[config.mk]
export PLATFORM = sky130hd
export DESIGN_NAME = uart_frame_recv
export DESIGN_NICKNAME = d
export VERILOG_FILES = /design/src/rtl/uart_frame_pkg.sv /design/src/rtl/uart_rx_byte.sv /design/src/rtl/uart_frame_recv.sv
export SDC_FILE = /design/constraint.sdc
export NUM_CORES = 1
export LEC_CHECK = 0
export ABC_CLOCK_PERIOD_IN_PS = 2200
export BUFFER_PORTS_ARGS = -buffer_cell sky130_fd_sc_hd__buf_2
export CAP_MARGIN = 20
export CELL_PAD_IN_SITES_DETAIL_PLACEMENT = 0
export CELL_PAD_IN_SITES_GLOBAL_PLACEMENT = 1
export CORE_MARGIN = 2
export CORE_UTILIZATION = 25
export DETAILED_ROUTE_END_ITERATION = 8
export PLACE_DENSITY_LB_ADDON = 0.08
export SYNTH_ARGS = -nofsm -noshare
export SYNTH_HDL_FRONTEND = slang
export SYNTH_SLANG_ARGS = --single-unit
[constraint.sdc]
create_clock -name clk -period 2.2 [get_ports clk]
set_clock_uncertainty 0.15 [all_clocks]
set_input_delay 0.22 -clock clk [delete_from_list [all_inputs] [get_ports clk]]
set_output_delay 0.22 -clock clk [all_outputs]
set_load 0.02 [all_outputs]
[src/rtl/uart_frame_pkg.sv]
// Shared types, default frame bytes and baud helper for the status-frame receiver.
package uart_frame_pkg;

    // Frame-level state: waiting for header, three payload bytes, trailer.
    typedef enum logic [2:0] {
        ST_IDLE  = 3'd0,
        ST_C2    = 3'd1,
        ST_C1    = 3'd2,
        ST_C0    = 3'd3,
        ST_TRAIL = 3'd4
    } frame_state_t;

    // Bit-level receiver state.
    typedef enum logic [2:0] {
        RX_IDLE      = 3'd0,
        RX_START     = 3'd1,
        RX_DATA      = 3'd2,
        RX_STOP      = 3'd3,
        RX_WAIT_HIGH = 3'd4
    } rx_state_t;

    localparam logic [7:0] DEF_HEADER  = 8'h22;
    localparam logic [7:0] DEF_TRAILER = 8'h55;

    // Clock cycles per UART bit, truncated.
    function automatic int bit_cyc(input int clk_freq, input int baud);
        return clk_freq / baud;
    endfunction

endpackage

[src/rtl/uart_rx_byte.sv]
// 8N1 UART byte receiver: 2-flop synchronizer, mid-bit sampling, stop check.
module uart_rx_byte
    import uart_frame_pkg::*;
#(
    parameter int CLK_FREQ = 50_000_000,
    parameter int BAUD     = 115_200
) (
    input  logic       clk,
    input  logic       rst_n,
    input  logic       RsRx,
    output logic [7:0] byte_data,
    output logic       byte_valid,
    output logic       byte_ferr
);

    localparam int BIT_CYC  = bit_cyc(CLK_FREQ, BAUD);
    localparam int HALF_CYC = BIT_CYC / 2;
    localparam int CNT_W    = $clog2(BIT_CYC + 1);
    localparam logic [CNT_W-1:0] HALF_END = CNT_W'(HALF_CYC - 1);
    localparam logic [CNT_W-1:0] BIT_END  = CNT_W'(BIT_CYC - 1);
    localparam logic [CNT_W-1:0] CNT_ZERO = {CNT_W{1'b0}};
    localparam logic [CNT_W-1:0] CNT_ONE  = CNT_W'(1);

    logic            sync1_r;
    logic            sync2_r;
    rx_state_t       rx_state_r;
    logic [CNT_W-1:0] cnt_r;
    logic [2:0]      bit_idx_r;
    logic [7:0]      shift_r;
    logic [7:0]      byte_data_r;
    logic            byte_valid_r;
    logic            byte_ferr_r;

    // Two-flop synchronizer on the asynchronous line; idles high.
    always_ff @(posedge clk or negedge rst_n) begin
        if (!rst_n) begin
            sync1_r <= 1'b1;
            sync2_r <= 1'b1;
        end else begin
            sync1_r <= RsRx;
            sync2_r <= sync1_r;
        end
    end

    // Bit-timing state machine; idle is only entered with the line high,
    // so a low level seen while idle is the falling edge of a start bit.
    always_ff @(posedge clk or negedge rst_n) begin
        if (!rst_n) begin
            rx_state_r   <= RX_IDLE;
            cnt_r        <= CNT_ZERO;
            bit_idx_r    <= 3'd0;
            shift_r      <= 8'h00;
            byte_data_r  <= 8'h00;
            byte_valid_r <= 1'b0;
            byte_ferr_r  <= 1'b0;
        end else begin
            byte_valid_r <= 1'b0;
            byte_ferr_r  <= 1'b0;
            case (rx_state_r)
                RX_IDLE: begin
                    cnt_r     <= CNT_ZERO;
                    bit_idx_r <= 3'd0;
                    if (!sync2_r) begin
                        rx_state_r <= RX_START;
                    end else begin
                        rx_state_r <= RX_IDLE;
                    end
                end
                RX_START: begin
                    if (cnt_r == HALF_END) begin
                        cnt_r <= CNT_ZERO;
                        // Still low at mid start bit: real start, else a glitch.
                        if (!sync2_r) begin
                            rx_state_r <= RX_DATA;
                        end else begin
                            rx_state_r <= RX_IDLE;
                        end
                    end else begin
                        cnt_r <= cnt_r + CNT_ONE;
                    end
                end
                RX_DATA: begin
                    if (cnt_r == BIT_END) begin
                        cnt_r   <= CNT_ZERO;
                        shift_r <= {sync2_r, shift_r[7:1]};
                        if (bit_idx_r == 3'd7) begin
                            rx_state_r <= RX_STOP;
                        end else begin
                            bit_idx_r <= bit_idx_r + 3'd1;
                        end
                    end else begin
                        cnt_r <= cnt_r + CNT_ONE;
                    end
                end
                RX_STOP: begin
                    if (cnt_r == BIT_END) begin
                        cnt_r <= CNT_ZERO;
                        if (sync2_r) begin
                            byte_data_r  <= shift_r;
                            byte_valid_r <= 1'b1;
                            rx_state_r   <= RX_IDLE;
                        end else begin
                            byte_ferr_r <= 1'b1;
                            rx_state_r  <= RX_WAIT_HIGH;
                        end
                    end else begin
                        cnt_r <= cnt_r + CNT_ONE;
                    end
                end
                RX_WAIT_HIGH: begin
                    // Bad stop bit: hold off until the line returns high.
                    if (sync2_r) begin
                        rx_state_r <= RX_IDLE;
                    end else begin
                        rx_state_r <= RX_WAIT_HIGH;
                    end
                end
                default: begin
                    rx_state_r <= RX_IDLE;
                end
            endcase
        end
    end

    assign byte_data  = byte_data_r;
    assign byte_valid = byte_valid_r;
    assign byte_ferr  = byte_ferr_r;

endmodule

[src/rtl/uart_frame_recv.sv]
// Receives {HEADER, char2, char1, char0, TRAILER} and publishes the payload.
module uart_frame_recv
    import uart_frame_pkg::*;
#(
    parameter int         CLK_FREQ    = 50_000_000,
    parameter int         BAUD        = 115_200,
    parameter logic [7:0] HEADER      = uart_frame_pkg::DEF_HEADER,
    parameter logic [7:0] TRAILER     = uart_frame_pkg::DEF_TRAILER,
    parameter int         TIMEOUT_CYC = 20 * uart_frame_pkg::bit_cyc(CLK_FREQ, BAUD)
) (
    input  logic        clk,
    input  logic        rst_n,
    input  logic        RsRx,
    output logic [23:0] recv_str,
    output logic        frame_valid,
    output logic        frame_err,
    output logic        busy
);

    localparam int TMR_W = $clog2(TIMEOUT_CYC + 1);
    localparam logic [TMR_W-1:0] TMR_MAX  = TMR_W'(TIMEOUT_CYC);
    localparam logic [TMR_W-1:0] TMR_ZERO = {TMR_W{1'b0}};
    localparam logic [TMR_W-1:0] TMR_ONE  = TMR_W'(1);

    logic [7:0]       byte_data_s;
    logic             byte_valid_s;
    logic             byte_ferr_s;
    logic             timeout_s;
    frame_state_t     state_r;
    logic [23:0]      shadow_r;
    logic [23:0]      recv_str_r;
    logic             frame_valid_r;
    logic             frame_err_r;
    logic             busy_r;
    logic [TMR_W-1:0] timer_r;

    uart_rx_byte #(
        .CLK_FREQ (CLK_FREQ),
        .BAUD     (BAUD)
    ) u_rx_byte (
        .clk        (clk),
        .rst_n      (rst_n),
        .RsRx       (RsRx),
        .byte_data  (byte_data_s),
        .byte_valid (byte_valid_s),
        .byte_ferr  (byte_ferr_s)
    );

    assign timeout_s = (timer_r == TMR_MAX);

    // Inter-byte gap timer: restarts on each byte, saturates at the limit.
    always_ff @(posedge clk or negedge rst_n) begin
        if (!rst_n) begin
            timer_r <= TMR_ZERO;
        end else if ((state_r == ST_IDLE) || byte_valid_s) begin
            timer_r <= TMR_ZERO;
        end else if (timer_r != TMR_MAX) begin
            timer_r <= timer_r + TMR_ONE;
        end else begin
            timer_r <= timer_r;
        end
    end

    // Frame FSM with payload shadow, published payload and status strobes.
    // A byte arriving in the same cycle as the timeout wins over the timeout.
    always_ff @(posedge clk or negedge rst_n) begin
        if (!rst_n) begin
            state_r       <= ST_IDLE;
            shadow_r      <= 24'h000000;
            recv_str_r    <= 24'h000000;
            frame_valid_r <= 1'b0;
            frame_err_r   <= 1'b0;
            busy_r        <= 1'b0;
        end else begin
            frame_valid_r <= 1'b0;
            frame_err_r   <= 1'b0;
            case (state_r)
                ST_IDLE: begin
                    if (byte_valid_s && (byte_data_s == HEADER)) begin
                        state_r <= ST_C2;
                        busy_r  <= 1'b1;
                    end else begin
                        state_r <= ST_IDLE;
                        busy_r  <= 1'b0;
                    end
                end
                ST_C2, ST_C1, ST_C0: begin
                    if (byte_ferr_s) begin
                        frame_err_r <= 1'b1;
                        state_r     <= ST_IDLE;
                        busy_r      <= 1'b0;
                    end else if (byte_valid_s) begin
                        if (state_r == ST_C2) begin
                            shadow_r[23:16] <= byte_data_s;
                            state_r         <= ST_C1;
                        end else if (state_r == ST_C1) begin
                            shadow_r[15:8] <= byte_data_s;
                            state_r        <= ST_C0;
                        end else begin
                            shadow_r[7:0] <= byte_data_s;
                            state_r       <= ST_TRAIL;
                        end
                    end else if (timeout_s) begin
                        frame_err_r <= 1'b1;
                        state_r     <= ST_IDLE;
                        busy_r      <= 1'b0;
                    end else begin
                        state_r <= state_r;
                    end
                end
                ST_TRAIL: begin
                    if (byte_ferr_s) begin
                        frame_err_r <= 1'b1;
                        state_r     <= ST_IDLE;
                        busy_r      <= 1'b0;
                    end else if (byte_valid_s) begin
                        // A wrong trailer is not re-examined as a new header.
                        if (byte_data_s == TRAILER) begin
                            recv_str_r    <= shadow_r;
                            frame_valid_r <= 1'b1;
                        end else begin
                            frame_err_r <= 1'b1;
                        end
                        state_r <= ST_IDLE;
                        busy_r  <= 1'b0;
                    end else if (timeout_s) begin
                        frame_err_r <= 1'b1;
                        state_r     <= ST_IDLE;
                        busy_r      <= 1'b0;
                    end else begin
                        state_r <= ST_TRAIL;
                    end
                end
                default: begin
                    state_r <= ST_IDLE;
                    busy_r  <= 1'b0;
                end
            endcase
        end
    end

    assign recv_str    = recv_str_r;
    assign frame_valid = frame_valid_r;
    assign frame_err   = frame_err_r;
    assign busy        = busy_r;

endmodule
==> metrics.md <==
| Metric | Value |
|---|---|
| Status | `finished, final reports clean` |
| Share of flip-flops with an asynchronous set or reset | `100.0%` |
| Endpoints failing setup | `0` |
| Count of different cell masters after synthesis | `63` |
| Post-Syn Area | `4697 um2` |
| Syn_nets | `381` |
| Static leakage | `2.696 nW` |
| Crit-path leading delay family | `simple AND/OR/NAND/NOR gates` |
| CTS Buf Count | `9` |
| Initial core utilization | `25.28%` |
| Sequence of cells on the critical path | `inv_1, ha_1, nand4b_1, nor2_4, nand4_4, mux2_2` |
| Endpoint class of the critical path | `flop` |
| Register bit total from synthesis | `103` |
| DR pass1 iterations | `4` |
| Setup CP Type | `flop to flop` |
| Cell accounting for the most synthesized area | `dfrtp_1` |
| Total gr overflow | `0` |
| Slew @ Worst Pin | `557.0 ps` |
| Worst-Skew Late Latency | `360 ps` |
| Clock Sinks | `103` |
| Number of global-route vias before repair | `3190` |
| Die Ht | `141.1 um` |
| # rows | `50` |
| Nets | `432` |
| CTS Buffer Depth | `2` |
| Post-DRT Antenna Nets | `0` |
| Final Max Slew Viols | `0` |
| First-pass GRT wire length | `17180 um` |
| CP required | `2300 ps` |
| Unrepaired setup endpoints after global routing | `false` |
| Vias per inst | `4.490` |
| Critical path data arrival time | `2100 ps` |
| Routed WL | `10100 um` |
| Final min period | `2002 ps` |
| IR drop worst, VDD | `437.1 uV` |
| Layout cells sized above 1 | `35.36%` |
| Hpwl dp | `7074 um` |
| CTS tree | `built` |
| Initial antenna violation count | `0` |
| Diode count | `0` |
| Fin cells | `661` |
| Slew Limit Headroom | `62.86%` |
| # placed instances | `641` |
| Post-synthesis sequential area ratio | `54.93%` |
| Hold Crit Class | `flop to flop` |
| TNS Setup | `0 ps` |
| 1st-iter DRT viols | `105` |
| Port bufs | `29` |
| Width of the die | `141.1 um` |
| Synth area leaders | `dfrtp_1 54%, mux2_2 11%, mux2_4 6.1%` |
| Ports placed on the boundary | `30` |
| Pin count of the biggest net entering global routing | `39` |
| Die area | `19900 um2` |
| Syn-to-layout area delta | `19.26%` |
| H-tree Lvls | `3` |
| Wirelength per Cell | `15.28 um` |
| CORE AREA | `18580 um2` |
| Fin crit share | `91.01%` |
| Clk slew on worst S/H paths | `80 ps` |
| Final Hold Viols | `0` |
| Worst hold slack | `209.3 ps` |
| Placed inst area | `5221 um2` |
| Gpl congestion | `0.7145` |
| GR Util All Layers | `10.98%` |
| Slowest stage cell on the critical path | `dfrtp_1` |
| CP Buf/Inv Count | `1` |
| Vias | `2968` |
| Yosys top cell area share | `53.81%` |
| Post-synth EDFFs | `0` |
| Final Util | `30.15%` |
| Avg Cell Area, Syn | `12.66 um2` |
| Post-Synthesis Cells | `371` |
| Root Buffer | `clkbuf_16` |
| Post-synth top flop | `dfrtp_1` |
| Crit start category | `flop` |
| Crit Path Max Fanout | `8` |
| Max cap viols | `0` |
| Synth warnings | `0` |
| FMAX | `0.4994 GHz` |
| Pwr Density | `657.4 nW/um2` |
| Residual DRC | `0` |
| Largest stage delay on the critical path | `400 ps` |
| Fin area | `5602 um2` |
-- cell families after synthesis --
kind of cell	count (synthesis)	synth area share (%)
DFF	103	54.93
muxes	67	17.55
AOI/OAI and AO/OA	41	6.074
xor gates and xnor gates	11	2.051
and+or+nand+nor	114	14.22
adders and majority gates	7	1.865
buffers and inverters	28	3.303
-- cell usage in the layout, fill, tap and decap left out, drive strengths merged, types with 4 or more instances in the layout --
cell,Yosys,layout
o21ai,12,12
xor2,6,6
nor2,25,25
dfrtp,101,101
buf,9,53
nand4,6,6
mux2,66,66
ha,7,7
clkbuf,6,9
nand2,24,24
inv,13,16
nand3b,5,5
nand3,13,13
nor3,7,7
a21oi,6,6
and3,4,4
o211ai,5,5
xnor2,5,5
-- timing repair --
item | in CTS | in global routing
buffers inserted | 0 | 2
gates resized for setup | 0 | 3
endpoints found under the hold margin | 36 | 0
hold buffers | 2 | 0
endpoints found under the setup margin | 0 | 9
-- metal layers --
metal	track usage, %	share of wire, %	vias to the layer above
li1	-	-	1435
met1	15.50	51	1493
met2	16.38	45	30
met3	3.295	2.9	10
met4	3.000	1.2	0
met5	0	0	-
-- synthesized netlist by cell type (6+ instances only) --
| cell type | instances |
|---|---|
| dfrtp_1 | 101 |
| mux2_4 | 19 |
| nand3_1 | 12 |
| a21oi_1 | 6 |
| nor2_1 | 23 |
| xor2_1 | 6 |
| nand2_1 | 24 |
| ha_1 | 7 |
| nor3_1 | 6 |
| mux2_2 | 47 |
| inv_1 | 13 |
| clkbuf_1 | 6 |
| o21ai_0 | 12 |
-- power breakdown --
part	total, mW	internal [mW]	leakage, nW	switching [mW]
sequential	1.90	1.89	1.42	0.00243
combinational	0.0490	0.0102	1.12	0.0388
clock	1.74	0.918	0.157	0.819
-- per-stage QoR --
step           worst slack (ps)  power, mW
2_1_floorplan             375.7      1.935
3_3_place_gp              158.2      1.985
3_5_place_dp              130.3      1.985
4_1_cts                   111.8      3.771
5_1_grt                   23.34      3.842
6_report                  197.7      3.683
-- flip-flops by register name, indices dropped and copies added (netlist names) --
name	count
busy	1
frame_err	1
frame_valid	1
recv_str	24
shadow_r	24
state_r	3
timer_r	14
u_rx_byte.bit_idx_r	3
u_rx_byte.byte_data	8
u_rx_byte.byte_ferr	1
u_rx_byte.byte_valid	1
u_rx_byte.cnt_r	9
u_rx_byte.rx_state_r	3
u_rx_byte.shift_r	8
u_rx_byte.sync1_r	1
u_rx_byte.sync2_r	1
-- cell type report --
class | count | area (um2)
Clock inverter | 7 | 97.59
Sequential cell | 103 | 2580
Clock buffer | 9 | 225.2
Timing Repair Buffer | 55 | 372.9
Fill cell | 1878 | 12980
Multi-Input combinational cell | 240 | 1984
Tap cell | 234 | 292.8
Inverter | 13 | 48.80
-- final timing paths --
path	start	endpoint	slack, ps	depth (start not counted)
max in group asynchronous	rst_n	u_rx_byte.sync1_r	1010	3
min in group asynchronous	rst_n	recv_str[13]	240	2
max reg2reg	u_rx_byte.cnt_r[1]	u_rx_byte.byte_data[6]	200	6
min	u_rx_byte.sync1_r	u_rx_byte.sync2_r	210	0
min reg2reg	u_rx_byte.sync1_r	u_rx_byte.sync2_r	210	0
max	u_rx_byte.cnt_r[1]	u_rx_byte.byte_data[6]	200	6
(Power assumes the default switching activity.)
